**src/rtl/pim_dma_pkg.sv**
```systemverilog
// Shared types for the PIM DMA controller: FSM states, funct3 encodings and the command record.
package pim_dma_pkg;

    localparam int unsigned DMA_XLEN  = 32;
    localparam int unsigned DMA_CNT_W = 12;

    localparam logic [2:0] DMA_F3_MEM2PIM = 3'b000;
    localparam logic [2:0] DMA_F3_PIM2MEM = 3'b001;

    typedef enum logic [2:0] {
        ST_IDLE        = 3'd0,
        ST_MEM_RD      = 3'd1,
        ST_MEM_RD_WAIT = 3'd2,
        ST_PIM_WR      = 3'd3,
        ST_PIM_RD      = 3'd4,
        ST_MEM_WR      = 3'd5,
        ST_DONE        = 3'd6
    } pim_dma_state_e;

    // dir: 0 = MEM->PIM, 1 = PIM->MEM
    typedef struct packed {
        logic                 dir;
        logic [3:0]           sel;
        logic [DMA_XLEN-1:0]  base;
        logic [DMA_CNT_W-1:0] words;
    } pim_dma_cmd_t;

    // Byte length rounded up to whole words.
    function automatic logic [DMA_CNT_W-1:0] size_to_words(input logic [12:0] size);
        logic [13:0] padded;
        padded = {1'b0, size} + 14'd3;
        return padded[13:2];
    endfunction

endpackage

```
**src/rtl/pim_dma_perf.sv**
```systemverilog
// Saturating busy-cycle and completed-word counters for pim_dma_ctrl (built only with PIM_DMA_PERF_EN).
module pim_dma_perf
    import pim_dma_pkg::*;
#(
    parameter int CNT_W = DMA_CNT_W
) (
    input  logic             clk_i,
    input  logic             rst_ni,
    input  logic             clear_i,
    input  logic             busy_i,
    input  logic             word_i,
    output logic [31:0]      cycles_o,
    output logic [CNT_W-1:0] words_o
);

    always_ff @(posedge clk_i or negedge rst_ni) begin
        if (!rst_ni) begin
            cycles_o <= '0;
            words_o  <= '0;
        end else if (clear_i) begin
            cycles_o <= '0;
            words_o  <= '0;
        end else begin
            if (busy_i && !(&cycles_o)) cycles_o <= cycles_o + 32'd1;
            if (word_i && !(&words_o))  words_o  <= words_o + {{(CNT_W-1){1'b0}}, 1'b1};
        end
    end

endmodule

```
**src/rtl/pim_dma_ctrl.sv**
```systemverilog
// DMA engine moving words between data memory and a PIM unit while stalling the core.
// Optional PIM_DMA_PERF_EN adds perf_cycles_o / perf_words_o counters.
module pim_dma_ctrl
    import pim_dma_pkg::*;
#(
    parameter int XLEN  = 32,
    parameter int CNT_W = 12
) (
    input  logic             clk_i,
    input  logic             rst_ni,
    input  logic             dma_en_i,
    input  logic [2:0]       dma_funct3_i,
    input  logic [3:0]       dma_sel_pim_i,
    input  logic [12:0]      dma_size_i,
    input  logic [XLEN-1:0]  dma_mem_addr_i,
    output logic             dma_busy_o,
    output logic             req_dmem_o,
    input  logic             gnt_dmem_i,
    output logic [XLEN-1:0]  dmem_addr_o,
    input  logic [XLEN-1:0]  dmem_rd_data_i,
    output logic [XLEN-1:0]  dmem_wr_data_o,
    output logic [3:0]       dmem_size_o,
    output logic             dmem_read_o,
    output logic             dmem_write_o,
    output logic [3:0]       pim_sel_o,
    output logic [CNT_W-2:0] pim_addr_o,
    output logic             pim_wr_valid_o,
    output logic [XLEN-1:0]  pim_wr_data_o,
    input  logic             pim_wr_ready_i,
    output logic             pim_rd_req_o,
    input  logic             pim_rd_valid_i,
    input  logic [XLEN-1:0]  pim_rd_data_i
`ifdef PIM_DMA_PERF_EN
    ,
    output logic [31:0]      perf_cycles_o,
    output logic [CNT_W-1:0] perf_words_o
`endif
);

    localparam logic [XLEN-1:0]  ADDR_STEP = XLEN'(4);
    localparam logic [CNT_W-2:0] OFF_ONE   = (CNT_W-1)'(1);
    localparam logic [CNT_W-1:0] REM_ONE   = CNT_W'(1);

    pim_dma_state_e    state_q, state_d;
    pim_dma_cmd_t      cmd_d;
    logic              dir_q;
    logic [3:0]        sel_q;
    logic [XLEN-1:0]   addr_q;
    logic [CNT_W-1:0]  remain_q;
    logic [CNT_W-2:0]  offset_q;
    logic [XLEN-1:0]   buf_q;
    logic              busy_q;
    logic              cmd_accept;
    logic              word_done;

    assign cmd_d.dir   = (dma_funct3_i == DMA_F3_PIM2MEM);
    assign cmd_d.sel   = dma_sel_pim_i;
    assign cmd_d.base  = {dma_mem_addr_i[XLEN-1:2], 2'b00};
    assign cmd_d.words = size_to_words(dma_size_i);

    assign cmd_accept = (state_q == ST_IDLE) && dma_en_i &&
                        ((dma_funct3_i == DMA_F3_MEM2PIM) || (dma_funct3_i == DMA_F3_PIM2MEM));

    // Handshakes: a strobe (req_dmem/pim_wr_valid/pim_rd_req) is held with stable address and data
    // until its partner (gnt_dmem/pim_wr_ready/pim_rd_valid) is seen high on a rising edge.
    always_comb begin
        state_d   = state_q;
        word_done = 1'b0;
        case (state_q)
            ST_IDLE: begin
                if (cmd_accept) begin
                    if (cmd_d.words == '0) state_d = ST_DONE;
                    else if (cmd_d.dir)    state_d = ST_PIM_RD;
                    else                   state_d = ST_MEM_RD;
                end
            end
            ST_MEM_RD:      if (gnt_dmem_i) state_d = ST_MEM_RD_WAIT;
            ST_MEM_RD_WAIT: state_d = ST_PIM_WR;
            ST_PIM_WR:      word_done = pim_wr_ready_i;
            ST_PIM_RD:      if (pim_rd_valid_i) state_d = ST_MEM_WR;
            ST_MEM_WR:      word_done = gnt_dmem_i;
            ST_DONE:        state_d = ST_IDLE;
            default:        state_d = ST_IDLE;
        endcase
        if (word_done) begin
            if (remain_q == REM_ONE) state_d = ST_DONE;
            else if (dir_q)          state_d = ST_PIM_RD;
            else                     state_d = ST_MEM_RD;
        end
    end

    always_ff @(posedge clk_i or negedge rst_ni) begin
        if (!rst_ni) begin
            state_q <= ST_IDLE;
            busy_q  <= 1'b0;
        end else begin
            state_q <= state_d;
            busy_q  <= (state_d != ST_IDLE);
        end
    end

    always_ff @(posedge clk_i or negedge rst_ni) begin
        if (!rst_ni) begin
            dir_q    <= 1'b0;
            sel_q    <= '0;
            addr_q   <= '0;
            remain_q <= '0;
            offset_q <= '0;
            buf_q    <= '0;
        end else begin
            if (cmd_accept) begin
                dir_q    <= cmd_d.dir;
                sel_q    <= cmd_d.sel;
                addr_q   <= cmd_d.base;
                remain_q <= cmd_d.words;
                offset_q <= '0;
            end else if (word_done) begin
                addr_q   <= addr_q + ADDR_STEP;
                offset_q <= offset_q + OFF_ONE;
                remain_q <= remain_q - REM_ONE;
            end
            // Read data arrives the cycle after the granted read.
            if (state_q == ST_MEM_RD_WAIT) buf_q <= dmem_rd_data_i;
            else if ((state_q == ST_PIM_RD) && pim_rd_valid_i) buf_q <= pim_rd_data_i;
        end
    end

    always_comb begin
        req_dmem_o     = 1'b0;
        dmem_read_o    = 1'b0;
        dmem_write_o   = 1'b0;
        dmem_size_o    = 4'b0000;
        dmem_addr_o    = '0;
        dmem_wr_data_o = '0;
        pim_wr_valid_o = 1'b0;
        pim_wr_data_o  = '0;
        pim_rd_req_o   = 1'b0;
        case (state_q)
            ST_MEM_RD: begin
                req_dmem_o  = 1'b1;
                dmem_read_o = 1'b1;
                dmem_size_o = 4'b1111;
                dmem_addr_o = addr_q;
            end
            ST_MEM_WR: begin
                req_dmem_o     = 1'b1;
                dmem_write_o   = 1'b1;
                dmem_size_o    = 4'b1111;
                dmem_addr_o    = addr_q;
                dmem_wr_data_o = buf_q;
            end
            ST_PIM_WR: begin
                pim_wr_valid_o = 1'b1;
                pim_wr_data_o  = buf_q;
            end
            ST_PIM_RD: pim_rd_req_o = 1'b1;
            default: ;
        endcase
    end

    assign dma_busy_o = busy_q;
    assign pim_sel_o  = sel_q;
    assign pim_addr_o = offset_q;

`ifdef PIM_DMA_PERF_EN
    pim_dma_perf #(
        .CNT_W (CNT_W)
    ) u_perf (
        .clk_i    (clk_i),
        .rst_ni   (rst_ni),
        .clear_i  (cmd_accept),
        .busy_i   (state_q != ST_IDLE),
        .word_i   (word_done),
        .cycles_o (perf_cycles_o),
        .words_o  (perf_words_o)
    );
`else
    // No performance counters in this build.
`endif

endmodule

```
**config.mk**
```make
export PLATFORM = sky130hd
export DESIGN_NAME = pim_dma_ctrl
export DESIGN_NICKNAME = d
export VERILOG_FILES = /design/src/rtl/pim_dma_pkg.sv /design/src/rtl/pim_dma_perf.sv /design/src/rtl/pim_dma_ctrl.sv
export SDC_FILE = /design/constraint.sdc
export NUM_CORES = 1
export LEC_CHECK = 0
export ABC_AREA = 1
export BUFFER_PORTS_ARGS = -buffer_cell sky130_fd_sc_hd__buf_2
export CAP_MARGIN = 20
export CORE_AREA = 5 5 132 134
export DETAILED_ROUTE_END_ITERATION = 10
export DIE_AREA = 0 0 137 139
export GPL_ROUTABILITY_DRIVEN = 1
export GPL_TIMING_DRIVEN = 1
export PLACE_DENSITY_LB_ADDON = 0.3
export SLEW_MARGIN = 0
export SYNTH_ARGS = -nofsm -noshare
export SYNTH_HDL_FRONTEND = slang
export SYNTH_SLANG_ARGS = --single-unit
```
**constraint.sdc**
```tcl
create_clock -name clk_i -period 1.6 [get_ports clk_i]
set_input_delay 0.32 -clock clk_i [delete_from_list [all_inputs] [get_ports clk_i]]
set_output_delay 0.32 -clock clk_i [all_outputs]
set_load 0.1 [all_outputs]
```
======== Word-level counts from Yosys, hierarchy flattened ========
Index checks and enable logic that the tools add are counted.
cells by class
  muxes and demuxes ....................... 27
  equality and inequality tests ........... 7
  add/subtract/negate cells ............... 4
  reduce and logical (&&, ||, !) cells .... 12
operators with widths
  kind                     count
  $mux W32                 7
  $add A32 B3 Y32 const B  1
  $mux W12                 2
  $mux W3                  8
  $mux W11                 2
  $pmux W3 S5              1
  $add A13 B2 Y14 const B  1
  $eq A12 B1 Y1 const B    1
  $logic_not A12 Y1        1
  $sub A12 B1 Y12 const B  1
  $add A11 B1 Y11 const B  1
  $eq A3 B1 Y1 const B     2
  $eq A3 B2 Y1 const B     2
  $eq A3 B3 Y1 const B     2
  $logic_not A3 Y1         2
  $mux W1                  5
  $mux W4                  1
  $reduce_bool A2 Y1       2
  $reduce_or A2 Y1         2
  $logic_and A1 B1 Y1      3
  $reduce_bool A3 Y1       1
  $pmux W1 S2              1
  $logic_or A1 B1 Y1       1
word-level totals
  register bits ........................... 96
  logic and storage cells ................. 58

======== Longest topological paths before layout ========
  word-level depth ........................ 7
  depth in mapped cells ................... 13
  mapped depth without buffers ............ 13

======== Worst setup path before layout ========
OpenSTA, ideal clock, no wires.
  kind .................................... register to register
  from .................................... register state_q[0]
  to ...................................... register buf_q[10]
  buffers on the path ..................... 2
  data arrival time ....................... 3.288 ns
  stages on the path, launching flop included .. 7
  path slack .............................. -1.818 ns
  library setup time ...................... 0.130 ns
  period minus slack after synthesis ...... 3.418 ns
  path through ............................ dfrtp_1 nor3_1 nand2_1 nand2_1 buf_2 clkbuf_1 o21ai_0
between the ends
  longest elaborated chain between the ends .. 3
  elaborated cells on any way between the ends .. 5
  those cells by class .................... eq/ne: 2; mux: 1; reduce/logical: 2
RTL lines
  what                                 line                 RTL
  start, declared                      pim_dma_ctrl.sv:44   pim_dma_state_e state_q, state_d;
  start signal, assigned               pim_dma_ctrl.sv:97   state_q <= state_d;
  $eq A3 B3 Y1                         pim_dma_ctrl.sv:124  else if ((state_q == ST_PIM_RD) && pim_rd_valid_i) buf_q <= pim_rd_data_i;
  $logic_and A1 B1 Y1                  pim_dma_ctrl.sv:124
  $reduce_bool A2 Y1 (no source line)  n/a
  end signal, assigned                 pim_dma_ctrl.sv:123  if (state_q == ST_MEM_RD_WAIT) buf_q <= dmem_rd_data_i;
  end signal, assigned                 pim_dma_ctrl.sv:124
  end, declared                        pim_dma_ctrl.sv:51   logic [XLEN-1:0] buf_q;
Parallel ways exist; a longest one is shown, timed or not.
A chain may end at the register's enable or synchronous reset.

======== Final worst setup path ========
  from .................................... register state_q[0]
  to ...................................... output port req_dmem_o
between the ends
  longest elaborated chain between the ends .. 3
  elaborated cells on any way between the ends .. 4
  those cells by class .................... eq/ne: 2; mux: 1; reduce/logical: 1
RTL lines
  what                                          line                 RTL
  $eq A3 B3 Y1 or $eq A3 B1 Y1 (tied branches)  pim_dma_ctrl.sv:138  case (state_q)
  $reduce_or A2 Y1 (no source line) *           n/a
  $mux W1 *                                     pim_dma_ctrl.sv:138
  end, declared                                 pim_dma_ctrl.sv:17   output logic req_dmem_o,
Mark *: on every way between the ends. The rest lies on a longest branch, timed or not.

==> impl_metrics.csv <==
group,metric,value,unit
synthesis,synth_compound_area_share,16.4,%
sta,final_max_slew_viol_count,0,
cells_and_area,multi_input_area,4350,µm²
synthesis,synth_simple_gate_area_share,30.6,%
outcome,status,"complete, but fails checks",
cells_and_area,area_growth,101,%
setup_path,crit_path_end_kind,"primary output",
cts,clock_sinks,94,
sta,period_share,123,%
floorplanning,die_area,19000,µm²
pwr,power_leakage,5.81,nW
sta,clock_skew,0.00828,ns
pwr,power.total,27.0,mW
global_route,grt_pass1_wl,39.3,mm
route,met1_length,10.2,mm
route,dr.first_iter.drc_count,610,
synthesis,ys_seq_area_share,37.6,%
global_route,grt_overflow,0,
worst_hold_path,hold_class,"in -> reg",
route,wl_met3,2.29,mm
cells_and_area,layout.cells.non_filler,1525,
floorplanning,num_io_pins,243,
route,dr_total_vias,8113,
placed_design,numPortBuffers,238,
cells_and_area,layout_common_cells,"nand2_1 (161), inv_1 (136), buf_2 (133)",
pwr,p_per_area,2150,nW/µm²
route,drc,0,
sta,hold_slack,0.156,ns
cells_and_area,drive_gt1_share,49.9,%
synthesis,synth_edf_count,0,
cts,htreeDepth,3,
cts,path_clk_slew,0.08,ns
synthesis,synth_top_family_by_area,"simple AND/OR/NAND/NOR gates",
route,wl_per_cell,18.4,µm
cts,clkLatencyLatePin,0.36,ns
synthesis,synth_area,6260,µm²
route,dr.pass1.iters,6,
global_route,grt_pass1_vias,7692,
placed_design,place.gp.congestion,0.961,
synthesis,ys_ff_latch,94,
sta,max_freq,509,MHz
synthesis,synthMuxAreaShare,0,%
setup_path,cp_max_fo,16,
cts,numCtsBuffers,9,
synthesis,yosys_warnings,0,
cts,cts_root_buffer,"clkbuf_16",
cells_and_area,mostFrequentLayoutCell,"nand2_1",
cts,clockBufferDepth,2,
synthesis,synthArstFlopShare,100,%
cells_and_area,nets,1425,
sta,rsz0062_at_grt,"true",
floorplanning,rows,47,
sta,hold_viol_final,0,
setup_path,reg2reg_slack,-0.33,ns
placed_design,dp_slack,-0.267,ns
synthesis,synthAdderAreaFrac,0.800,%
route,routed_wl,28.0,mm
placed_design,placed_cell_area,10900,µm²
synthesis,syn_inst,915,
floorplanning,die_h,139,µm
floorplanning,fp.dieW,137,µm
route,highest_layer,"met4",
cells_and_area,fin_area,12600,µm²
floorplanning,coreArea,16200,µm²
sta,setup_slack,-0.364,ns
setup_path,worstPathRequired,1.28,ns
route,ant_nets,0,
flow_run,drv_cap,0,
floorplanning,start_util,38.7,%
route,drt-vias-per-instance,5.32,
global_route,track_usage,26.0,%
synthesis,postSynthAreaPerCell,6.84,µm²
synthesis,synth_cell_types,45,
pwr,irDropWorstVdd,0.00121,V
cells_and_area,fillers,1000,
setup_path,criticalPathCategory,"reg -> out",
sta,fin_crit,1.96,ns
outcome,violations,"negative setup slack",
global_route,grt_max_degree,52,
global_route,antenna_found_initial,1,
route,wl_met2,14.2,mm
synthesis,ys.flop_type,"dfrtp_1",
setup_path,crit_arrival,1.64,ns
cells_and_area,regArea,2350,µm²
placed_design,place_hpwl,18.3,mm
placed_design,dp.cells,1455,
sta,setup_viol,187,
setup_path,start_kind,"register",
cts,cts_tree,"built",
synthesis,synth_xor_xnor_area_share,2.10,%
[state kept, by name, indices dropped and copies added, names as in the netlist]
register    flops
addr_q         30
buf_q          32
dir_q           1
dma_busy_o      1
pim_addr_o     11
pim_sel_o       4
remain_q       12
state_q         3
[synth_stat cells, drive strengths merged (4+ instances only)]
cell type | instances | area share (%)
nand2 | 177 | 11
nor2 | 161 | 10
inv | 149 | 9.0
dfrtp | 94 | 38
o21ai | 67 | 5.4
nand3 | 47 | 3.8
o211ai | 44 | 5.3
a21oi | 28 | 2.2
nor3 | 26 | 2.6
buf | 25 | 2.1
clkbuf | 22 | 1.3
xor2 | 14 | 2.0
nand4 | 12 | 1.4
o22ai | 12 | 1.2
nor4 | 6 | 0.60
or2 | 6 | 0.60
a31oi | 5 | 0.50
ha | 4 | 0.80
[final timing paths]
kind,start,endpoint,depth (start not counted)
setup / recovery,state_q[0],req_dmem_o,5
hold reg to reg,pim_addr_o[10],pim_addr_o[10],1
hold / removal,dma_sel_pim_i[1],pim_sel_o[1],3
max in group asynchronous,rst_ni,buf_q[0],3
min in group asynchronous,rst_ni,addr_q[21],2
setup reg to reg,remain_q[5],remain_q[10],7
[metrics by stage]
step | setup TNS, ns | util [%]
after floorplan | -95.21 | -
after global placement | -3.34 | 67.4
after detailed placement | -5.98 | 67.4
after CTS | -38.15 | 74.4
after global routing | -55.54 | 77.7
final | -44.60 | 77.7
[cell type report]
class | count | area share (%)
Multi-Input combinational cell | 626 | 34.6
Tap cell | 220 | 2.19
Sequential cell | 94 | 18.7
Inverter | 149 | 4.66
Timing Repair Buffer | 419 | 37.4
Antenna cell | 1 | 0.0199
Clock inverter | 7 | 0.568
Clock buffer | 9 | 1.79
[cells by family after synthesis]
family / count (synthesis)
xor gates and xnor gates: 15
buffers and inverters: 196
DFF: 94
and+or+nand+nor: 436
adders and majority gates: 4
AOI/OAI and AO/OA: 169
other: 1
[power by group]
| part | internal (mW) | leakage [nW] | switching [mW] |
|---|---|---|---|
| clock network | 1.12 | 0.148 | 1.11 |
| logic | 7.43 | 4.49 | 13.1 |
| registers | 3.48 | 1.17 | 0.777 |
| total | 12.0 | 5.81 | 15.0 |
[critical path, stage by stage (launching register included)]
cell,delay (ns)
dfrtp_2,0.44
nand2_4,0.10
buf_8,0.25
clkinvlp_4,0.12
buf_4,0.19
buf_12,0.18
[routing by layer]
layer | vias up | GRT usage (%)
met3 | 120 | 5.59
li1 | 3742 | -
met4 | 0 | 8.98
met2 | 436 | 46.6
met1 | 3815 | 30.3
met5 | - | 0
[repair_timing]
item / CTS / global route
hold buffers: 1 / 0
buffers inserted: 22 / 21
pin swaps: 38 / 25
endpoints found under the setup margin: 163 / 194
gates resized for setup: 126 / 74
cloned: 9 / 3
endpoints found under the hold margin: 12 / 0
(Power assumes the default switching activity.)
